<file path="src/rtl/fpu_issue_ctrl.sv">
// fpu_issue_ctrl: queues FPU commands in a DEPTH-entry FIFO and issues them
// one at a time to a downstream registered FPU. Each result is captured and
// presented on a valid/ready output handshake before the next command issues.
//
// Ports:
//   clk, reset                  clock; asynchronous active-high reset
//   in_valid/in_ready           command handshake
//   in_A, in_B, in_sel,
//   in_round_mode               command payload (sel: 00 add, 01 sub, 10 mul, 11 div)
//   fpu_A, fpu_B, fpu_sel,
//   fpu_round_mode, fpu_start   drive to the FPU; nonzero only in ISSUE
//   fpu_Y, fpu_error,
//   fpu_overflow                registered FPU results
//   out_valid/out_ready         result handshake
//   out_Y, out_error,
//   out_overflow, out_sel       result payload
//   busy, count                 FSM not idle; FIFO occupancy
//   err_count, ovf_count        saturating error/overflow counters
//
// Optional feature: define FPU_ISSUE_STATS_EN to enable err_count/ovf_count.
// Without it both ports are tied to zero.
module fpu_issue_ctrl #(
  parameter int unsigned DEPTH = 4
) (
  input  logic                   clk,
  input  logic                   reset,
  input  logic                   in_valid,
  output logic                   in_ready,
  input  logic [31:0]            in_A,
  input  logic [31:0]            in_B,
  input  logic [1:0]             in_sel,
  input  logic [1:0]             in_round_mode,
  output logic [31:0]            fpu_A,
  output logic [31:0]            fpu_B,
  output logic [1:0]             fpu_sel,
  output logic [1:0]             fpu_round_mode,
  output logic                   fpu_start,
  input  logic [31:0]            fpu_Y,
  input  logic                   fpu_error,
  input  logic                   fpu_overflow,
  output logic                   out_valid,
  input  logic                   out_ready,
  output logic [31:0]            out_Y,
  output logic                   out_error,
  output logic                   out_overflow,
  output logic [1:0]             out_sel,
  output logic                   busy,
  output logic [$clog2(DEPTH):0] count,
  output logic [15:0]            err_count,
  output logic [15:0]            ovf_count
);

  localparam int unsigned PTR_W = $clog2(DEPTH);
  localparam int unsigned CNT_W = PTR_W + 1;

  typedef struct packed {
    logic [31:0] a;
    logic [31:0] b;
    logic [1:0]  sel;
    logic [1:0]  rm;
  } cmd_t;

  typedef enum logic [1:0] {
    IDLE  = 2'd0,
    ISSUE = 2'd1,
    WAIT  = 2'd2,
    RESP  = 2'd3
  } state_t;

  state_t             r_state;
  state_t             w_state_nxt;
  cmd_t               r_mem [DEPTH];
  logic [PTR_W-1:0]   r_wr_ptr;
  logic [PTR_W-1:0]   r_rd_ptr;
  logic [CNT_W-1:0]   r_count;
  logic [CNT_W-1:0]   w_count_nxt;
  logic               w_push;
  logic               w_pop;
  logic               w_capture;
  logic               w_resp_done;
  cmd_t               w_head;
  cmd_t               w_in_cmd;
  logic [1:0]         r_iss_sel;
  logic               r_out_valid;
  logic [31:0]        r_out_Y;
  logic               r_out_error;
  logic               r_out_overflow;
  logic [1:0]         r_out_sel;

  // FIFO handshake; full blocks a push even when a pop happens the same cycle
  assign in_ready    = (r_count < CNT_W'(DEPTH)) && !reset;
  assign w_push      = in_valid && in_ready;
  assign w_pop       = (r_state == ISSUE);
  assign w_count_nxt = r_count + CNT_W'(w_push) - CNT_W'(w_pop);
  assign w_head      = r_mem[r_rd_ptr];
  assign w_in_cmd    = '{a: in_A, b: in_B, sel: in_sel, rm: in_round_mode};

  // FIFO storage; contents are don't-care until written
  always_ff @(posedge clk) begin
    if (w_push) begin
      r_mem[r_wr_ptr] <= w_in_cmd;
    end
  end

  // FIFO pointers and occupancy; pointers wrap naturally at power-of-two DEPTH
  always_ff @(posedge clk or posedge reset) begin
    if (reset) begin
      r_wr_ptr <= '0;
      r_rd_ptr <= '0;
      r_count  <= '0;
    end else begin
      if (w_push) r_wr_ptr <= r_wr_ptr + PTR_W'(1);
      if (w_pop)  r_rd_ptr <= r_rd_ptr + PTR_W'(1);
      r_count <= w_count_nxt;
    end
  end

  // FSM state register
  always_ff @(posedge clk or posedge reset) begin
    if (reset) begin
      r_state <= IDLE;
    end else begin
      r_state <= w_state_nxt;
    end
  end

  // Next-state and FPU drive; occupancy decisions use the post-edge count so
  // a command pushed into an empty FIFO issues on the following cycle
  always_comb begin
    w_state_nxt    = r_state;
    w_capture      = 1'b0;
    w_resp_done    = 1'b0;
    fpu_A          = '0;
    fpu_B          = '0;
    fpu_sel        = '0;
    fpu_round_mode = '0;
    fpu_start      = 1'b0;
    case (r_state)
      IDLE: begin
        if (w_count_nxt != '0) w_state_nxt = ISSUE;
      end
      ISSUE: begin
        fpu_A          = w_head.a;
        fpu_B          = w_head.b;
        fpu_sel        = w_head.sel;
        fpu_round_mode = w_head.rm;
        fpu_start      = 1'b1;
        w_state_nxt    = WAIT;
      end
      WAIT: begin
        w_capture   = 1'b1;
        w_state_nxt = RESP;
      end
      RESP: begin
        if (out_ready) begin
          w_resp_done = 1'b1;
          w_state_nxt = (w_count_nxt != '0) ? ISSUE : IDLE;
        end
      end
      default: w_state_nxt = IDLE;
    endcase
  end

  // Result capture; payload holds its last value while out_valid is low
  always_ff @(posedge clk or posedge reset) begin
    if (reset) begin
      r_iss_sel      <= '0;
      r_out_valid    <= 1'b0;
      r_out_Y        <= '0;
      r_out_error    <= 1'b0;
      r_out_overflow <= 1'b0;
      r_out_sel      <= '0;
    end else begin
      if (w_pop) r_iss_sel <= w_head.sel;
      if (w_capture) begin
        r_out_valid    <= 1'b1;
        r_out_Y        <= fpu_Y;
        r_out_error    <= fpu_error;
        r_out_overflow <= fpu_overflow;
        r_out_sel      <= r_iss_sel;
      end else if (w_resp_done) begin
        r_out_valid <= 1'b0;
      end
    end
  end

  assign out_valid    = r_out_valid;
  assign out_Y        = r_out_Y;
  assign out_error    = r_out_error;
  assign out_overflow = r_out_overflow;
  assign out_sel      = r_out_sel;
  assign busy         = (r_state != IDLE);
  assign count        = r_count;

`ifdef FPU_ISSUE_STATS_EN
  logic [15:0] r_err_cnt;
  logic [15:0] r_ovf_cnt;

  // Saturating event counters, bumped on the result-capture edge
  always_ff @(posedge clk or posedge reset) begin
    if (reset) begin
      r_err_cnt <= '0;
      r_ovf_cnt <= '0;
    end else if (w_capture) begin
      if (fpu_error && (r_err_cnt != 16'hFFFF))    r_err_cnt <= r_err_cnt + 16'd1;
      if (fpu_overflow && (r_ovf_cnt != 16'hFFFF)) r_ovf_cnt <= r_ovf_cnt + 16'd1;
    end
  end

  assign err_count = r_err_cnt;
  assign ovf_count = r_ovf_cnt;
`else
  assign err_count = '0;
  assign ovf_count = '0;
`endif

endmodule

</file>
<file path="config.mk">
export PLATFORM = sky130hd
export DESIGN_NAME = fpu_issue_ctrl
export DESIGN_NICKNAME = d
export VERILOG_FILES = /design/src/rtl/fpu_issue_ctrl.sv
export SDC_FILE = /design/constraint.sdc
export NUM_CORES = 1
export LEC_CHECK = 0
export ABC_AREA = 1
export CAP_MARGIN = 40
export CORE_MARGIN = 2
export CORE_UTILIZATION = 25
export DETAILED_ROUTE_END_ITERATION = 12
export PLACE_DENSITY = 0.55
export SLEW_MARGIN = 20
export SYNTH_ARGS = -nofsm -noshare
export SYNTH_HDL_FRONTEND = slang
export SYNTH_SLANG_ARGS = --single-unit
</file>
<file path="constraint.sdc">
create_clock -name clk -period 5.3 [get_ports clk]
set_input_delay 1.06 -clock clk [delete_from_list [all_inputs] [get_ports clk]]
set_output_delay 1.06 -clock clk [all_outputs]
set_load 0.02 [all_outputs]
</file>
==> summary.md <==
| Metric | Value |
|---|---|
| Final min period | 4.13 ns |
| Crit path DAT | 3.07 ns |
| Initial antenna violation count | 2 |
| HP Class | register to register |
| Hold Crit Endpoint | out_Y[0]$_DFFE_PP0P_ |
| Internal reg-to-reg setup slack | 2.10 ns |
| Setup bufs post-CTS | 0 |
| H-tree depth | 2 |
| Crit-path max cell delay | 0.68 ns |
| DPL Wire Length | 20.3 mm |
| Yosys cell types | 22 |
| Number of synthesis warnings | 0 |
| CP Capture Type | output pin |
| P_leak | 6.01 nW |
| Clk slew on worst S/H paths | 0.06 ns |
| CTS tree | built |
| Syn_area_per_cell | 12.0 um2 |
| # rows | 82 |
| Most frequent cells in the layout | nor2_1 (272), edfxtp_1 (272), clkdlybuf4s50_1 (216) |
| Pins over their slew limit | 0 |
| Seq/Total Area, Yosys | 73.4% |
| Die width | 230 um |
| RePlAce Congestion | 0.746 |
| IO Count | 249 |
| Vias per inst | 4.19 |
| Clock Sinks | 320 |
| Clock Latency Late Sink | 0.54 ns |
| Peak VDD IR | 256 uV |
| RSZ-0062 raised after global routing | no |
| Hold_sp | out_Y[0]$_DFFE_PP0P_ |
| WL met2 | 16.1 mm |
| WL met3 | 1.86 mm |
| Fill cell count | 5025 |
| Max Cap Viol | 0 |
| Slowest CP cell | clkdlybuf4s50_1 |
| M1 WL | 14.1 mm |
| Max-Slew Margin vs Limit | 52.6% |
| Post-synthesis cell count | 1066 |
| Synthesized flop and latch total | 320 |
| GR Util All Layers | 12.3% |
| CTS hold repair buffers | 0 |
| Remaining antenna violation count | 0 |
| Max Root-Sink Buffers | 3 |
| Critical Path, Cell by Cell | inv_1, ha_1, inv_2, buf_4, a21oi_1, clkdlybuf4s50_1 |
| DRC | 0 |
| Startpoint types | register |
| Number of detailed-route iterations in the first pass | 6 |
| Root buf cell | clkbuf_16 |
| Worst-path maximum fanout | 24 |
| Largest net degree at the start of global routing | 63 |
| Initial core utilization | 25.4% |
| Area Overhead vs Synth | 31.9% |
| CTS buffer count | 38 |
| Die area | 0.0529 mm2 |
| PwrDens | 556 mW/mm2 |
| Gates resized, CTS repair | 0 |
| Layout cell share with drive strength beyond 1 | 6.65% |
| Input/output buffers | 216 |
| Grt ovf | 0 |
| Status | complete, no violations |
| Core Box Area | 0.0503 mm2 |
| Max Clock Skew | 0.00897 ns |
| Global-route wire length before repair | 50.2 mm |
| Syn Std Cell Area | 0.0128 mm2 |
| Finish-stage setup viols | 0 |
| Peak Freq | 0.242 GHz |
| Die Y-Extent | 230 um |
| Slew @ Worst Pin | 0.711 ns |
| Vias in the first global route | 8507 |
| Diode count | 0 |
| Fin nets | 1401 |
| Fin crit share | 77.9% |
| 1st-iter DRT viols | 406 |
| Crit path kind | register to output pin |
| Hold Vio Cnt, Final | 0 |
| Highest metal used | met5 |
| Sum of negative setup slack | 0 ns |
| Hold path depth | 2 |
| Vias | 8309 |
| Routed len/inst | 16.5 um |
| Final Hold Slack | 0.473 ns |
| Routed WL | 32.8 mm |
| Req. time, crit path | 4.24 ns |
| Worst reg2reg path depth | 11 |
| Reg2Reg Capture Point | r_state[0]$_DFFE_PP0P_ |
| R2r startpoint | r_state[1]$_DFFE_PP0P_ |
[flip-flops by register name (all words and copies together), names as in the netlist]
| name | count |
|---|---|
| r_mem | 272 |
| r_wr_ptr | 2 |
| count | 3 |
| out_sel | 2 |
| out_valid | 1 |
| out_Y | 32 |
| out_overflow | 1 |
| r_state | 2 |
| out_error | 1 |
| r_rd_ptr | 2 |
| r_iss_sel | 2 |
[worst max-delay path, delay by kind of cell (launching register included)]
kind	cells	cell delay [ns]
adders and majority gates	1	0.38
buffers and inverters	4	1.40
DFF	1	0.41
AOI/OAI and AO/OA	1	0.33
[cell usage after synthesis]
cell,count,area [um2]
dfrtp_1,48,1200
o21ai_1,1,5.00
o22ai_1,2,12.5
o211ai_1,1,7.51
nand2_1,132,495
xor2_1,4,35.0
a21oi_1,67,335
clkbuf_1,25,93.8
buf_1,4,15.0
o21ai_0,135,676
edfxtp_1,272,8170
clkbuf_2,4,20.0
inv_1,16,60.1
nor2_1,276,1040
nand4_1,1,6.26
inv_2,4,15.0
buf_2,9,45.0
nand3_1,4,20.0
fa_1,1,20.0
conb_1,1,3.75
buf_4,48,360
ha_1,11,138
[per-layer routing]
metal,GRT usage [%],vias up
met3,3.17,54
met4,4.11,4
li1,-,4025
met2,21.2,202
met1,15.0,4024
met5,0,-
[final cells by class]
class	instances	area (um2)	area share, %
clock inverters	23	169	1.00
well taps	672	841	4.99
clock buffers	43	1030	6.14
flip-flops and latches	320	9380	55.7
multi-input cells	667	2940	17.4
inverters	20	77.6	0.461
repair buffers	236	2410	14.3
[cells by family after synthesis]
family          count (synthesis)  share of synthesized area (%)
flops                         320                           73.4
fa+ha+maj                      12                           1.23
compound gates                206                           8.11
buf+inv                       110                           4.77
xor+xnor                        4                          0.274
simple gates                  413                           12.2
other cells                     1                         0.0294
[stage by stage]
step / instances / utilization [%] / power (mW) / area, um2 / setup WS [ns]
after global placement: 1910 / 30.9 / 6.89 / 15500 / 1.48
after floorplan: 1097 / - / 5.45 / 12900 / 0.223
final: 1981 / 33.5 / 9.36 / 16800 / 1.17
after detailed placement: 1915 / 31.1 / 6.98 / 15600 / 1.58
after CTS: 1981 / 33.5 / 9.56 / 16800 / 1.06
after global routing: 1981 / 33.5 / 9.99 / 16800 / 0.979
[power breakdown]
group          switching (mW)  leakage, nW  internal (mW)  total, mW
Clock                    1.02        0.584           1.49       2.51
Sequential              0.182         3.04           3.10       3.28
Combinational            2.22         2.38           1.34       3.56
[worst max path at each step]
stage	start	end
2_1_floorplan	reset	r_mem[0][0]$_DFFE_PP_
3_3_place_gp	r_rd_ptr[1]$_DFFE_PP0N_	fpu_A[16]
3_5_place_dp	reset	r_state[0]$_DFFE_PP0P_
4_1_cts	r_rd_ptr[1]$_DFFE_PP0N_	fpu_sel[1]
5_1_grt	r_state[1]$_DFFE_PP0P_	fpu_A[31]
6_report	r_state[1]$_DFFE_PP0P_	fpu_A[31]
Note: power is estimated with default switching activity, not from simulation.
